$ cat config.mk
export PLATFORM = sky130hd
export DESIGN_NAME = cpu_mem_arbiter
export DESIGN_NICKNAME = d
export VERILOG_FILES = /design/src/rtl/cpu_mem_arb_pkg.sv /design/src/rtl/arb_select2.sv /design/src/rtl/cpu_mem_arbiter.sv
export SDC_FILE = /design/constraint.sdc
export NUM_CORES = 1
export LEC_CHECK = 0
export CAP_MARGIN = 20
export CORE_MARGIN = 5
export CORE_UTILIZATION = 42
export CTS_CLUSTER_DIAMETER = 80
export DETAILED_ROUTE_END_ITERATION = 16
export GPL_ROUTABILITY_DRIVEN = 0
export MAX_ROUTING_LAYER = met4
export PLACE_DENSITY = 0.88
export SLEW_MARGIN = 20
export SYNTH_ARGS = -nofsm -noshare
export SYNTH_HDL_FRONTEND = slang
export SYNTH_SLANG_ARGS = --single-unit
$ cat constraint.sdc
create_clock -name i_clk -period 6.71 [get_ports i_clk]
set_clock_uncertainty 0.1 [all_clocks]
set_input_delay 1.342 -clock i_clk [delete_from_list [all_inputs] [get_ports i_clk]]
set_output_delay 1.342 -clock i_clk [all_outputs]
set_load 0.01 [all_outputs]
$ cat src/rtl/cpu_mem_arb_pkg.sv
// Shared types and constants for the two-port CPU memory arbiter.
package cpu_mem_arb_pkg;

  localparam int unsigned NUM_PORTS  = 2;
  localparam int unsigned PORT_FETCH = 0;
  localparam int unsigned PORT_DATA  = 1;

  typedef enum logic [0:0] {
    ARB_IDLE,
    ARB_WAIT
  } arb_state_e;

  // One-hot pulse vector for a single port index.
  function automatic logic [NUM_PORTS-1:0] port_onehot(input logic port);
    return port ? 2'b10 : 2'b01;
  endfunction

endpackage

$ cat src/rtl/arb_select2.sv
// Combinational grant picker for two requesters.
// With both requesting, fixed priority favours the data port; round-robin
// mode hands the grant to the port that did not win last time.
module arb_select2
  import cpu_mem_arb_pkg::*;
(
  input  logic [NUM_PORTS-1:0] req_i,
  input  logic                 last_grant_i,
  input  logic                 round_robin_i,
  output logic                 sel_o
);

  // Pick a port from the current request vector.
  always_comb begin
    sel_o = 1'(PORT_FETCH);
    case (req_i)
      2'b01:   sel_o = 1'(PORT_FETCH);
      2'b10:   sel_o = 1'(PORT_DATA);
      2'b11:   sel_o = round_robin_i ? ~last_grant_i : 1'(PORT_DATA);
      default: sel_o = 1'(PORT_FETCH);
    endcase
  end

endmodule

$ cat src/rtl/cpu_mem_arbiter.sv
// Shares one memory port between instruction fetch (port 0) and data (port 1).
// One transaction in flight: accept on i_mem_ready in IDLE, complete on the
// next i_mem_ready in WAIT, and route the response back to the owning port.
module cpu_mem_arbiter
  import cpu_mem_arb_pkg::*;
#(
  parameter int unsigned ADDR_W      = 32,
  parameter int unsigned DATA_W      = 32,
  parameter int unsigned ROUND_ROBIN = 0
) (
  input  logic                              i_clk,
  input  logic                              i_rst,
  input  logic [NUM_PORTS-1:0]              i_req_valid,
  input  logic [NUM_PORTS-1:0]              i_req_write_en,
  input  logic [NUM_PORTS-1:0][ADDR_W-1:0]  i_req_addr,
  input  logic [NUM_PORTS-1:0][DATA_W-1:0]  i_req_data,
  output logic [NUM_PORTS-1:0]              o_req_ready,
  output logic [NUM_PORTS-1:0]              o_rsp_valid,
  output logic [DATA_W-1:0]                 o_rsp_data,
  input  logic                              i_mem_ready,
  output logic                              o_mem_req_valid,
  output logic                              o_mem_write_en,
  output logic [ADDR_W-1:0]                 o_mem_addr,
  output logic [DATA_W-1:0]                 o_mem_data,
  input  logic [DATA_W-1:0]                 i_mem_data
);

  localparam logic RrEn = (ROUND_ROBIN != 0);

  arb_state_e        state_q, state_d;
  logic              owner_q, owner_d;
  logic              last_grant_q, last_grant_d;
  logic              lat_we_q, lat_we_d;
  logic [ADDR_W-1:0] lat_addr_q, lat_addr_d;
  logic [DATA_W-1:0] lat_data_q, lat_data_d;

  logic                 sel;
  logic [NUM_PORTS-1:0] req_ready_c;
  logic [NUM_PORTS-1:0] rsp_valid_c;
  logic [DATA_W-1:0]    rsp_data_c;
  logic                 mem_valid_c;
  logic                 mem_we_c;

  arb_select2 u_select (
    .req_i         (i_req_valid),
    .last_grant_i  (last_grant_q),
    .round_robin_i (RrEn),
    .sel_o         (sel)
  );

  // FSM next state, request latching and bus muxing.
  always_comb begin
    state_d      = state_q;
    owner_d      = owner_q;
    last_grant_d = last_grant_q;
    lat_we_d     = lat_we_q;
    lat_addr_d   = lat_addr_q;
    lat_data_d   = lat_data_q;
    req_ready_c  = '0;
    rsp_valid_c  = '0;
    rsp_data_c   = '0;
    mem_valid_c  = 1'b0;
    mem_we_c     = 1'b0;
    o_mem_addr   = lat_addr_q;
    o_mem_data   = lat_data_q;

    case (state_q)
      ARB_IDLE: begin
        // Bus follows the current selection; it may change until acceptance.
        mem_valid_c = |i_req_valid;
        mem_we_c    = i_req_valid[sel] & i_req_write_en[sel];
        o_mem_addr  = i_req_addr[sel];
        o_mem_data  = i_req_data[sel];
        if (mem_valid_c && i_mem_ready) begin
          req_ready_c  = port_onehot(sel);
          owner_d      = sel;
          last_grant_d = sel;
          lat_we_d     = i_req_write_en[sel];
          lat_addr_d   = i_req_addr[sel];
          lat_data_d   = i_req_data[sel];
          state_d      = ARB_WAIT;
        end
      end
      ARB_WAIT: begin
        mem_we_c = lat_we_q;
        if (i_mem_ready) begin
          rsp_valid_c = port_onehot(owner_q);
          rsp_data_c  = lat_we_q ? '0 : i_mem_data;
          state_d     = ARB_IDLE;
        end
      end
      default: state_d = ARB_IDLE;
    endcase
  end

  // Control outputs are forced quiet while reset is asserted, even between edges.
  always_comb begin
    o_req_ready     = i_rst ? '0   : req_ready_c;
    o_rsp_valid     = i_rst ? '0   : rsp_valid_c;
    o_rsp_data      = i_rst ? '0   : rsp_data_c;
    o_mem_req_valid = i_rst ? 1'b0 : mem_valid_c;
    o_mem_write_en  = i_rst ? 1'b0 : mem_we_c;
  end

  // State and latched request registers.
  always_ff @(posedge i_clk or posedge i_rst) begin
    if (i_rst) begin
      state_q      <= ARB_IDLE;
      owner_q      <= 1'b0;
      last_grant_q <= 1'b0;
      lat_we_q     <= 1'b0;
      lat_addr_q   <= '0;
      lat_data_q   <= '0;
    end else begin
      state_q      <= state_d;
      owner_q      <= owner_d;
      last_grant_q <= last_grant_d;
      lat_we_q     <= lat_we_d;
      lat_addr_q   <= lat_addr_d;
      lat_data_q   <= lat_data_d;
    end
  end

endmodule

==> results of run 1 <==
==> registers in the layout (all words and copies together) (netlist names) <==
signal,count
lat_addr_q,32
lat_data_q,32
lat_we_q,1
owner_q,1
state_q,1
==> stage by stage <==
stage	hold slack [ns]	worst slack, ns	std cells
finish	0.406	1.60	743
global route	0.426	1.47	743
CTS	0.411	1.27	742
detailed placement	0.390	1.28	726
global placement	0.385	1.57	726
floorplan	0.377	2.19	339
==> cell type report <==
type                    count  area [um^2]  area share (%)
multi-input cells         243         2690            35.9
clock inverters             5         77.6            1.03
flip-flops and latches     67         1680            22.4
inverters                   4         15.0           0.200
repair buffers            273         2730            36.4
well taps                 140          175            2.34
clock buffers              11          131            1.75
==> power by group through the flow <==
stage | logic (mW) | clock network (mW) | registers [mW]
3_3_place_gp | 0.720 | 0 | 0.567
4_1_cts | 0.736 | 0.370 | 0.570
3_5_place_dp | 0.731 | 0 | 0.575
6_report | 0.728 | 0.362 | 0.570
5_1_grt | 0.775 | 0.393 | 0.583
2_1_floorplan | 0.415 | 0 | 0.556
==> cells in the final DEF, fill, tap and decap left out, types with 2 or more instances in the layout <==
master	n
sky130_fd_sc_hd__mux2_2	138
sky130_fd_sc_hd__o21ai_0	2
sky130_fd_sc_hd__nand2_1	2
sky130_fd_sc_hd__clkbuf_1	2
sky130_fd_sc_hd__clkbuf_8	9
sky130_fd_sc_hd__nor2_1	2
sky130_fd_sc_hd__inv_1	2
sky130_fd_sc_hd__inv_2	2
sky130_fd_sc_hd__nor3_1	3
sky130_fd_sc_hd__mux2_4	54
sky130_fd_sc_hd__bufinv_16	2
sky130_fd_sc_hd__nor2_2	2
sky130_fd_sc_hd__and2_1	32
sky130_fd_sc_hd__buf_4	3
sky130_fd_sc_hd__clkdlybuf4s50_1	267
sky130_fd_sc_hd__mux2i_1	2
sky130_fd_sc_hd__clkinv_2	2
sky130_fd_sc_hd__dfrtp_1	67
==> cell families (layout without fill, tap and decap cells) <==
| kind of cell | count (synthesis) | after routing | synth area share, % |
|---|---|---|---|
| muxes | 194 | 194 | 51.8 |
| DFF | 67 | 67 | 36.4 |
| buffers and inverters | 29 | 293 | 5.14 |
| and+or+nand+nor | 45 | 45 | 5.98 |
| AOI/OAI and AO/OA | 4 | 4 | 0.598 |
==> layer usage <==
metal / up-vias / GRT usage, % / part of all wire [%]
met5: - / - / 0
met4: 0 / 5.62 / 1.3
met3: 15 / 5.55 / 7.4
met2: 139 / 35.2 / 52
met1: 1810 / 22.5 / 39
li1: 1726 / - / -
==> worst paths after layout <==
path                                   to  cells past startpoint
setup reg to reg           lat_addr_q[23]                      4
setup / recovery           o_mem_addr[26]                      5
hold / removal             lat_addr_q[26]                      1
hold reg to reg            lat_addr_q[26]                      1
min in group asynchronous   lat_data_q[0]                      3
max in group asynchronous  lat_addr_q[23]                      3
==> run summary, run 1 <==
Across the run, the number of max-cap violations was 0. Summed over all failing endpoints, the final setup total negative slack is 0 ns. TritonCTS built the clock tree. After synthesis, the netlist uses 21 different library cells. Critical path's top delay family: buffers and inverters. After the last flow step, the layout net total stands at 765. The signal on the critical path passes through buf_2, buf_4, mux2_2, mux2_2, clkdlybuf4s50_1. CTS built an H-tree with a depth of 3.

Entering global routing, the biggest net connects 68 pins. The first detailed-routing pass took 4 iterations. For the critical path data required time, the log shows 5.27 ns. In the post-synthesis netlist, the biggest area contributors are sky130_fd_sc_hd__dfrtp_1 (36%), sky130_fd_sc_hd__mux2_2 (34%), sky130_fd_sc_hd__mux2_4 (18%). Data on the critical path arrives at its endpoint at 3.67 ns.

Later-pin clock latency in the skew report: 0.33 ns. The count of nets left with antenna violations once routing finished came out at 0. The total DRC errors in the routed layout is 0.

Synthesis inferred 67 register bits. The die extent in x is 115 um, and the half-perimeter wire length after detailed placement is 10.3 mm. Summed over all nets, the switching power comes to 0.456 mW. In the final layout, the share of cells above drive strength 1 is 36.2%.

The internal cell power came out at 1.20 mW. For the pin with the worst max-slew slack, the measured transition is 1.07 ns. The total number of vias came out at 3690. For the I/O pin count, the log shows 269.

In this run the static leakage power is 3.06 nW. Setup repair after global routing left no endpoint under its margin. The number of antenna violations at the first check in global routing is 0, and the internal reg-to-reg setup slack is 4.12 ns. The run gives 136 as the number of DRC markers in iteration 0. The startpoint of the worst register-to-register path is state_q. After floorplanning, the core was sized to cover 0.0108 mm^2. The total detailed-routing wirelength was 13.6 mm. Dividing total power by cell area gives a power density of 221 mW/mm^2. The run gives 4077 as the via count of the first global-routing pass. The class of the most critical setup path was in -> out. After technology mapping, the gate count stands at 339. After detailed routing, the average wire length per cell comes to 18.3 um.

The maximum fanout encountered on the critical timing path was 45. After clock tree synthesis, the clock-pin slew on the worst setup and hold paths is 0.07 ns. The top-area cell type share of the netlist area came out at 36.4%. The worst supply voltage drop on vdd is 0.134 mV. Most numerous cell on the critical path: sky130_fd_sc_hd__mux2_2.

Net switching is 27.5% of the power. Once the clock tree was built, the resizer swapped 0 gates to a different size. Of the total power, registers draw 34.3%. For this run, the slowest stage of the critical path takes 0.58 ns.

The largest area contributor in the netlist is sky130_fd_sc_hd__dfrtp_1. The first global-routing pass estimated 20.5 mm of wire. By count the netlist is led by sky130_fd_sc_hd__mux2_2 (138), sky130_fd_sc_hd__dfrtp_1 (67), sky130_fd_sc_hd__mux2_4 (54).

The maximum number of buffers from clock root to sink came out at 2. Row generation in the floorplan step produced 38 rows. In this run the tightest slew margin relative to its limit is 28.3%. The async set-reset flop share out of synthesis is 100%. Global routing used 20.1% of the available tracks.

The sum of overflow across all layers after global routing was 0; the combinational cell fraction of total power was 43.9%. sky130_fd_sc_hd__mux2_2 is the most common cell in the netlist. STA classifies the critical path startpoint as a primary input. For this configuration, the core starts out at a cell density of 42.6%. After detailed placement, the total cell area comes to 0.00727 mm^2. The clock network burns 21.8% of the power.

Compared with the post-synthesis result, the final layout area differs by 63.0%. The completed layout was analyzed and its total power is 1.66 mW. The die boundary height is 115 um, and the synthesized netlist net count is 506. The final core utilization is 69.5%.

The post-layout minimum cycle time is 5.11 ns, and the detail-routed via count per cell is 4.97. The startpoint of the worst setup timing path is i_req_valid[1]. Total count of hold-check failures in the final report: 0. The number of buffers created by CTS was 9. The mapped netlist covers 0.00460 mm^2. Once layout is done, the placed cells without fillers occupy 0.00750 mm^2. The fraction of the cycle the final worst path needs was 76.2%. The path class of the tightest hold or removal check is reg -> reg. The total setup buffers inserted after CTS was 0; the achievable clock frequency was 196 MHz. For the count of pins over their slew limit, the log shows 0.

The Yosys step of the flow raised 0 warnings. The number of buffers and inverters on the critical path is 3. Each instance of the synthesized netlist takes up on average 13.6 um^2. The flow ran to the end, and the final reports show no timing, DRC or antenna violations. CTS saw 67 sinks. In this run, synthesis inferred 0 flip-flops with an integrated enable. After synthesis, flip-flops and latches occupy 36.4% of the total area. The endpoint type of the worst setup path was a primary output. In this run, post-CTS hold repair placed 0 buffers.

For the antenna diode count, the log shows 0. Cell chosen for the clock root: sky130_fd_sc_hd__clkbuf_8. Among all stages on the critical path, the largest delay is contributed by sky130_fd_sc_hd__buf_4. The die covers 0.0131 mm^2. The run gives 0 as the number of setup violations in the final report.

The tools report the source of the worst hold timing path as lat_addr_q[26]. The most used flip-flop cell after synthesis is sky130_fd_sc_hd__dfrtp_1. Counting the fill cells in the layout gives 784. The count of buffers added on input and output ports is 268.
No activity file was read; power rests on OpenSTA's default activity.
==> run 2: changes to the inputs <==
--- a/config.mk
+++ b/config.mk
@@ -7,12 +7,12 @@
 export LEC_CHECK = 0
 export CAP_MARGIN = 20
 export CORE_MARGIN = 5
-export CORE_UTILIZATION = 42
+export CORE_UTILIZATION = 39
 export CTS_CLUSTER_DIAMETER = 80
 export DETAILED_ROUTE_END_ITERATION = 16
 export GPL_ROUTABILITY_DRIVEN = 0
 export MAX_ROUTING_LAYER = met4
-export PLACE_DENSITY = 0.88
+export PLACE_DENSITY = 0.83
 export SLEW_MARGIN = 20
 export SYNTH_ARGS = -nofsm -noshare
 export SYNTH_HDL_FRONTEND = slang
==> constraint.sdc (replaced) <==
create_clock -name i_clk -period 5.3 [get_ports i_clk]
set_clock_uncertainty 0.1 [all_clocks]
set_input_delay 1.06 -clock i_clk [delete_from_list [all_inputs] [get_ports i_clk]]
set_output_delay 1.06 -clock i_clk [all_outputs]
set_load 0.01 [all_outputs]
==> run 2 against run 1 <==
Via count down 1.9%. Non-clock buffer count up 2. Die area increased by 7.0%. Routed wire length increased by 1.7%. Core utilization shrank 2.9 points. First-iteration DRC count decreased by 23%. Sequential share of layout area fell by 0.39 points. Combinational power grew 27%. Sequential cell count is the same. Largest cell class unchanged.
==> run summary, run 2 (synthesis results as in run 1) <==
For the number of antenna violations at the first check in global routing, the log shows 0. The share of total power dissipated in the clock network is 28.3%. Summing all non-filler instances in the final layout gives an area of 0.00763 mm^2.

The number of detailed-routing iterations run before antenna repair came out at 4. For the worst setup path, the data required time is 4.14 ns. After layout, the worst setup slack is 1.22 ns.

The power density normalized to cell area was 301 mW/mm^2. The pin count of the biggest net entering global routing was 71; the total setup buffers inserted after CTS was 0. The tools report the count of cells resized by post-cts repair as 0.

Most frequent standard cell in the layout excluding fill and tap cells: sky130_fd_sc_hd__clkdlybuf4s50_1. The half-perimeter wire length after detailed placement came out at 10.5 mm. Summing all placed instances gives a cell area of 0.00730 mm^2. Measured against its own limit, the worst slew margin works out to 34.2%. For this design, the CTS-stage hold fixing added 0 buffers. CTS built an H-tree with a depth of 3. The post-route netlist has 36.4% of its cells at a drive strength greater than 1. The total number of vias is 3620.

The run gives 2 as the maximum number of buffers from clock root to sink. The total DRC errors in the routed layout is 0. The kind of launch point of the worst setup path is a primary input. The leakage power figure was 3.12 nW; the post-layout minimum cycle time was 4.08 ns. The share of total power dissipated in combinational logic is 40.3%.

The die is 119 um tall. At the pin with the least slew margin, the transition time is 0.985 ns. The first global-routing pass estimated 21.6 mm of wire.

The logs give 39 for the number of core rows and 67 for the clock sink count. Setup repair after global routing left no endpoint under its margin. The logs give 9 for the number of buffers created by CTS and 1.70 mW for the internal cell power.

Max-cap violations in this run came to 0. The type of the worst min-delay path was reg -> reg. Via count of the first global-routing pass: 3958. In the routed layout, each cell is associated on average with a via count of 4.84. The antenna diode count was 0. Initial standard-cell utilization of the core: 40.1%.

Of the available clock period, the critical path in the final layout requires 76.9%. For the count of nets after finishing, the log shows 767. The run gives 0.0115 mm^2 as the area inside the core boundary. The worst setup path is captured at a primary output. The tools report the cell chosen for the clock root as sky130_fd_sc_hd__clkbuf_16. After clock tree synthesis, the clock-pin slew on the worst setup and hold paths is 0.06 ns. TritonCTS built the clock tree. The area growth from synthesis to final layout was 65.8%; the die extent in x was 119 um.

VDD sags by at most 0.172 mV. Total power for the finished layout comes to 2.30 mW. After detailed routing, the average wire length per cell comes to 18.5 um. The tools report the net load switching power as 0.598 mW.

The flow ran to the end, and the final reports show no timing, DRC or antenna violations. The maximum fanout encountered on the critical timing path was 32; the final-layout setup total negative slack was 0 ns. After the first detailed-routing iteration, the DRC count stood at 105.

The run gives 0 as the total count of hold-check failures in the final report. The portion of total power attributed to sequential cells was 31.4%; the fraction of power spent switching nets was 26.0%. The critical path in this run is classified as in -> out.

After global routing the overflow that remains totals 0. Data arrives at the worst endpoint at 2.92 ns. In the layout the commonest cells are sky130_fd_sc_hd__clkdlybuf4s50_1 (267), sky130_fd_sc_hd__mux2_2 (138), sky130_fd_sc_hd__dfrtp_1 (67), sky130_fd_sc_hd__mux2_4 (54), sky130_fd_sc_hd__and2_1 (32). The floorplan step defined a die boundary enclosing 0.0141 mm^2. For the I/O pin count, the log shows 269. In the final layout, the registers with the most flip-flops are lat_addr_q (32), lat_data_q (32).

Once detail routing completed, the nets flagged for antenna violations numbered 0. Setup violations remaining at the end of the flow were counted as 0. OpenSTA, run right after detailed placement, puts the worst setup slack at 1.24 ns. Global-route usage over all layers: 19.3%. The run gives 13.9 mm as the total detailed-routing wirelength. In this run the tool buffered the top-level ports with 268 buffer cells. Timing would allow up to 245 MHz. For the count of pins over their slew limit, the log shows 0. The logs give 878 for the number of filler instances in the final layout and 0.32 ns for the later-pin clock latency in the skew report.
==> run 2: cell type report <==
type | instances | area [um^2] | area share, %
Clock buffer | 12 | 256 | 3.36
Tap cell | 143 | 179 | 2.35
Sequential cell | 67 | 1680 | 22.0
Inverter | 4 | 15.0 | 0.197
Multi-Input combinational cell | 243 | 2690 | 35.2
Timing Repair Buffer | 275 | 2740 | 35.9
Clock inverter | 4 | 72.6 | 0.951
==> run 2: layer usage <==
metal  global-route usage [%]  wire (um)
met1                     22.8       5770
met2                     32.2       6880
met3                     6.06       1060
met4                     4.32        140
met5                        -          0
==> run 2: per-stage QoR <==
step | instances | hold slack [ns] | utilization (%)
2_1_floorplan | 339 | 0.377 | -
3_3_place_gp | 732 | 0.385 | 63.7
3_5_place_dp | 732 | 0.390 | 63.7
4_1_cts | 748 | 0.407 | 66.5
5_1_grt | 748 | 0.415 | 66.5
6_report | 748 | 0.404 | 66.5
==> run 2: power by group through the flow <==
stage | combinational [mW] | sequential [mW] | clock, mW
floorplan | 0.526 | 0.703 | 0
global placement | 0.914 | 0.718 | 0
detailed placement | 0.929 | 0.725 | 0
CTS | 0.936 | 0.722 | 0.665
global route | 0.984 | 0.738 | 0.684
finish | 0.925 | 0.722 | 0.651
==> run 2: final timing paths <==
path | from | endpoint | slack, ns | cells after the start
max | i_rst | o_rsp_data[30] | 1.22 | 6
min | lat_data_q[27] | lat_data_q[27] | 0.40 | 1
max reg2reg | state_q | lat_addr_q[27] | 3.32 | 4
min reg2reg | lat_data_q[27] | lat_data_q[27] | 0.40 | 1
max in group asynchronous | i_rst | lat_data_q[16] | 3.16 | 3
min in group asynchronous | i_rst | owner_q | 1.35 | 3
==> run 2: worst max-delay path, stage by stage <==
cell and delay, ns:
sky130_fd_sc_hd__clkdlybuf4s50_1 0.50, sky130_fd_sc_hd__nand3b_1 0.24, sky130_fd_sc_hd__nor2_1 0.11, sky130_fd_sc_hd__buf_4 0.27
sky130_fd_sc_hd__and2_1 0.19, sky130_fd_sc_hd__clkdlybuf4s50_1 0.55
==> run 3: changes to the inputs <==
--- a/config.mk
+++ b/config.mk
@@ -7,12 +7,12 @@
 export LEC_CHECK = 0
 export CAP_MARGIN = 20
 export CORE_MARGIN = 5
-export CORE_UTILIZATION = 39
+export CORE_UTILIZATION = 35
 export CTS_CLUSTER_DIAMETER = 80
 export DETAILED_ROUTE_END_ITERATION = 16
 export GPL_ROUTABILITY_DRIVEN = 0
 export MAX_ROUTING_LAYER = met4
-export PLACE_DENSITY = 0.83
+export PLACE_DENSITY = 0.78
 export SLEW_MARGIN = 20
 export SYNTH_ARGS = -nofsm -noshare
 export SYNTH_HDL_FRONTEND = slang
==> constraint.sdc (replaced) <==
create_clock -name i_clk -period 3.71 [get_ports i_clk]
set_clock_uncertainty 0.1 [all_clocks]
set_input_delay 0.742 -clock i_clk [delete_from_list [all_inputs] [get_ports i_clk]]
set_output_delay 0.742 -clock i_clk [all_outputs]
set_load 0.01 [all_outputs]
==> run 3 against run 2 <==
Global-route usage decreased by 1.4 points. First-iteration DRC count grew 15%. Setup slack lost 0.85 ns. Total power increased by 41%. Critical path depth is the same. Core utilization down 6.5 points. Routed wire length decreased by 0.57%. Sequential cell count unchanged. Via count up 1.2%. Critical endpoint is now o_rsp_data[16]. Final cell count grew 4.0%.
==> run summary, run 3 (synthesis results as in run 1) <==
The run finished with clean final reports. The number of antenna violations at the first check in global routing is 0. The analysis attributes to net switching a power of 0.859 mW.

In this run the remaining antenna-violating nets after routing total 0. The fraction of the cycle the final worst path needs was 89.9%. The worst-margin pin slew was 0.845 ns. Area growth from synthesis to final layout: 66.6%.

The tightest hold path in the finished design has a slack of 0.403 ns. After floorplanning, the core was divided into 41 placement rows. In this run the worst path has a maximum fanout of 32. In this run, post-CTS hold repair placed 0 buffers.

Setup violations remaining at the end of the flow were counted as 0. The library cell used most frequently in the layout, excluding fill and tap cells, is sky130_fd_sc_hd__clkdlybuf4s50_1. The worst hold path stage count was 1; the total DRC errors in the routed layout was 0. Setup repair after global routing left no endpoint under its margin. After clock tree synthesis, the clock-pin slew on the worst setup and hold paths is 0.06 ns. Data arrives at the worst endpoint at 2.49 ns. The run gives 67 as the clock sink count. The power density normalized to cell area was 424 mW/mm^2. Entering global routing, the biggest net connects 71 pins. The area of the die is 0.0155 mm^2, and the count of cells resized by post-cts repair is 0. In this run switching power makes up 26.4% of total power. The logs give 0 for the count of pins over their slew limit and 28.7% for the met2 global-route usage. STA puts the critical path data required time at 2.87 ns. Once the floorplan was initialized, standard cells occupied 36.0% of the core.

TritonCTS built the clock tree. The detail-routed via count per cell is 4.71, and the number of DRC markers in iteration 0 is 121. Sequential cells burn 31.7% of the power. Global routing met3 resource utilization: 6.00%.

Max-cap violations in this run came to 0. After clock tree synthesis, the setup repair step added 0 buffers. In this run the static leakage power is 3.12 nW. The critical path is of the in -> out type.

Maximum number of buffers from clock root to sink: 2. The clock network fraction of design power was 27.6%. 0 antenna diodes ended up in the layout.

Die boundary height: 125 um. STA classifies the critical path endpoint as a primary output. The worst hold path terminates at lat_addr_q[23].

The tools report the source of the worst hold timing path as lat_addr_q[23]. Static timing analysis puts the maximum clock frequency at 300 MHz. The largest registers in the layout are lat_addr_q (32), lat_data_q (32).

The via count of the first global-routing pass is 4057. The type of the worst min-delay path was reg -> reg. CTS built an H-tree with a depth of 3. The core region is 0.0128 mm^2. Measured against its own limit, the worst slew margin works out to 43.7%.

The post-layout minimum cycle time came out at 3.34 ns. Leaving out fill and tap cells, the most frequent cells in the layout are sky130_fd_sc_hd__clkdlybuf4s50_1 (267), sky130_fd_sc_hd__mux2_2 (138), sky130_fd_sc_hd__dfrtp_1 (67), sky130_fd_sc_hd__mux2_4 (54), sky130_fd_sc_hd__and2_1 (32). The global routing stage identified its most utilized layer as met2. For the count of nets after finishing, the log shows 768. The half-perimeter wire length after detailed placement came out at 10.6 mm. For the worst flop-to-flop path, the logic depth is 4. The tools report the total number of vias as 3662.

The die is 125 um wide. The tools report the number of buffers created by CTS as 9. Adding up every negative setup slack in the final design gives 0 ns.

Measured on the finished design, the core utilization comes to 60.0%. The internal power of the cells totals 2.39 mW. At the later pin of the worst-skew pair, clock insertion delay measures 0.32 ns. After detailed routing, the average wire length per cell comes to 17.7 um.

The run gives 269 as the I/O pin count. For this run, global-route usage on met1 was measured as 21.3%. Terminus of the critical flop-to-flop path: lat_addr_q[27]. The total count of hold-check failures in the final report is 0, and the proportion of layout cells with a drive suffix above 1 is 36.6%.

Global routing finished with a remaining overflow of 0. The worst setup path is launched from a primary input. Clock tree synthesis selected as its root buffer the cell sky130_fd_sc_hd__clkbuf_16. Internal reg-to-reg setup slack: 1.71 ns.

In this run the critical register-to-register path is launched from state_q. For this run, the total global-route usage over all layers was measured as 17.8%. During placement, the flow inserted port buffers numbering 268. For this block, the routed nets add up to 13.8 mm of wire. After filler insertion, the fill cell instance count of the layout stands at 1029.

The wire length of the first global-routing pass is 22.0 mm, and the combinational cell fraction of total power is 40.7%. The number of detailed-routing iterations run before antenna repair was 4; the worst supply voltage drop on vdd was 0.229 mV.
[run 3: cell count changes in the layout (fill, tap and decap cells not counted)]
cell / before / now
sky130_fd_sc_hd__clkbuf_1: 1 / 0
sky130_fd_sc_hd__buf_2: 1 / 0
sky130_fd_sc_hd__clkbuf_8: 2 / 0
sky130_fd_sc_hd__clkinv_2: 1 / 2
sky130_fd_sc_hd__clkinvlp_4: 1 / 3
sky130_fd_sc_hd__buf_4: 6 / 8
[run 3: area by class of cell]
type | count | area (um^2) | area share, %
flip-flops and latches | 67 | 1680 | 21.9
inverters | 4 | 15.0 | 0.196
multi-input cells | 243 | 2690 | 35.1
repair buffers | 276 | 2750 | 35.9
clock buffers | 9 | 225 | 2.94
well taps | 172 | 215 | 2.81
clock inverters | 7 | 92.6 | 1.21
[run 3: worst max path at each step]
stage | slack, ns | from | cells past startpoint | endpoint
after global routing | 0.26 | i_mem_ready | 6 | o_rsp_data[6]
after floorplan | 0.39 | i_rst | 3 | o_mem_write_en
final | 0.37 | i_rst | 6 | o_rsp_data[16]
after global placement | 0.45 | i_rst | 6 | o_rsp_data[24]
after CTS | 0.39 | i_rst | 6 | o_rsp_data[16]
after detailed placement | 0.40 | i_rst | 6 | o_rsp_data[16]
[run 3: layer usage]
layer / part of all wire [%] / wire [um]
met1: 43 / 5930
met2: 48 / 6620
met3: 7.6 / 1050
met4: 1.2 / 170
met5: 0 / 0
[run 3: power groups by stage]
stage                     registers, mW  clock network [mW]  logic (mW)
after floorplan                    1.00                   0       0.751
after global placement             1.03                   0        1.31
after detailed placement           1.04                   0        1.33
after CTS                          1.03               0.929        1.34
after global routing               1.05               0.962        1.41
final                              1.03               0.897        1.32
[run 3: critical path, stage by stage]
cell and delay (ns):
sky130_fd_sc_hd__clkdlybuf4s50_1 0.44, sky130_fd_sc_hd__nand3b_1 0.21, sky130_fd_sc_hd__nor2_1 0.11, sky130_fd_sc_hd__buf_4 0.25
sky130_fd_sc_hd__and2_1 0.18, sky130_fd_sc_hd__clkdlybuf4s50_1 0.55
[run 3: per-stage QoR]
stage	power, mW	setup slack [ns]	area, um^2	cells
CTS	3.30	0.387	7660	778
finish	3.25	0.374	7660	778
detailed placement	2.36	0.400	7350	762
global route	3.42	0.257	7660	778
global placement	2.34	0.454	7350	762
floorplan	1.76	0.394	4600	339
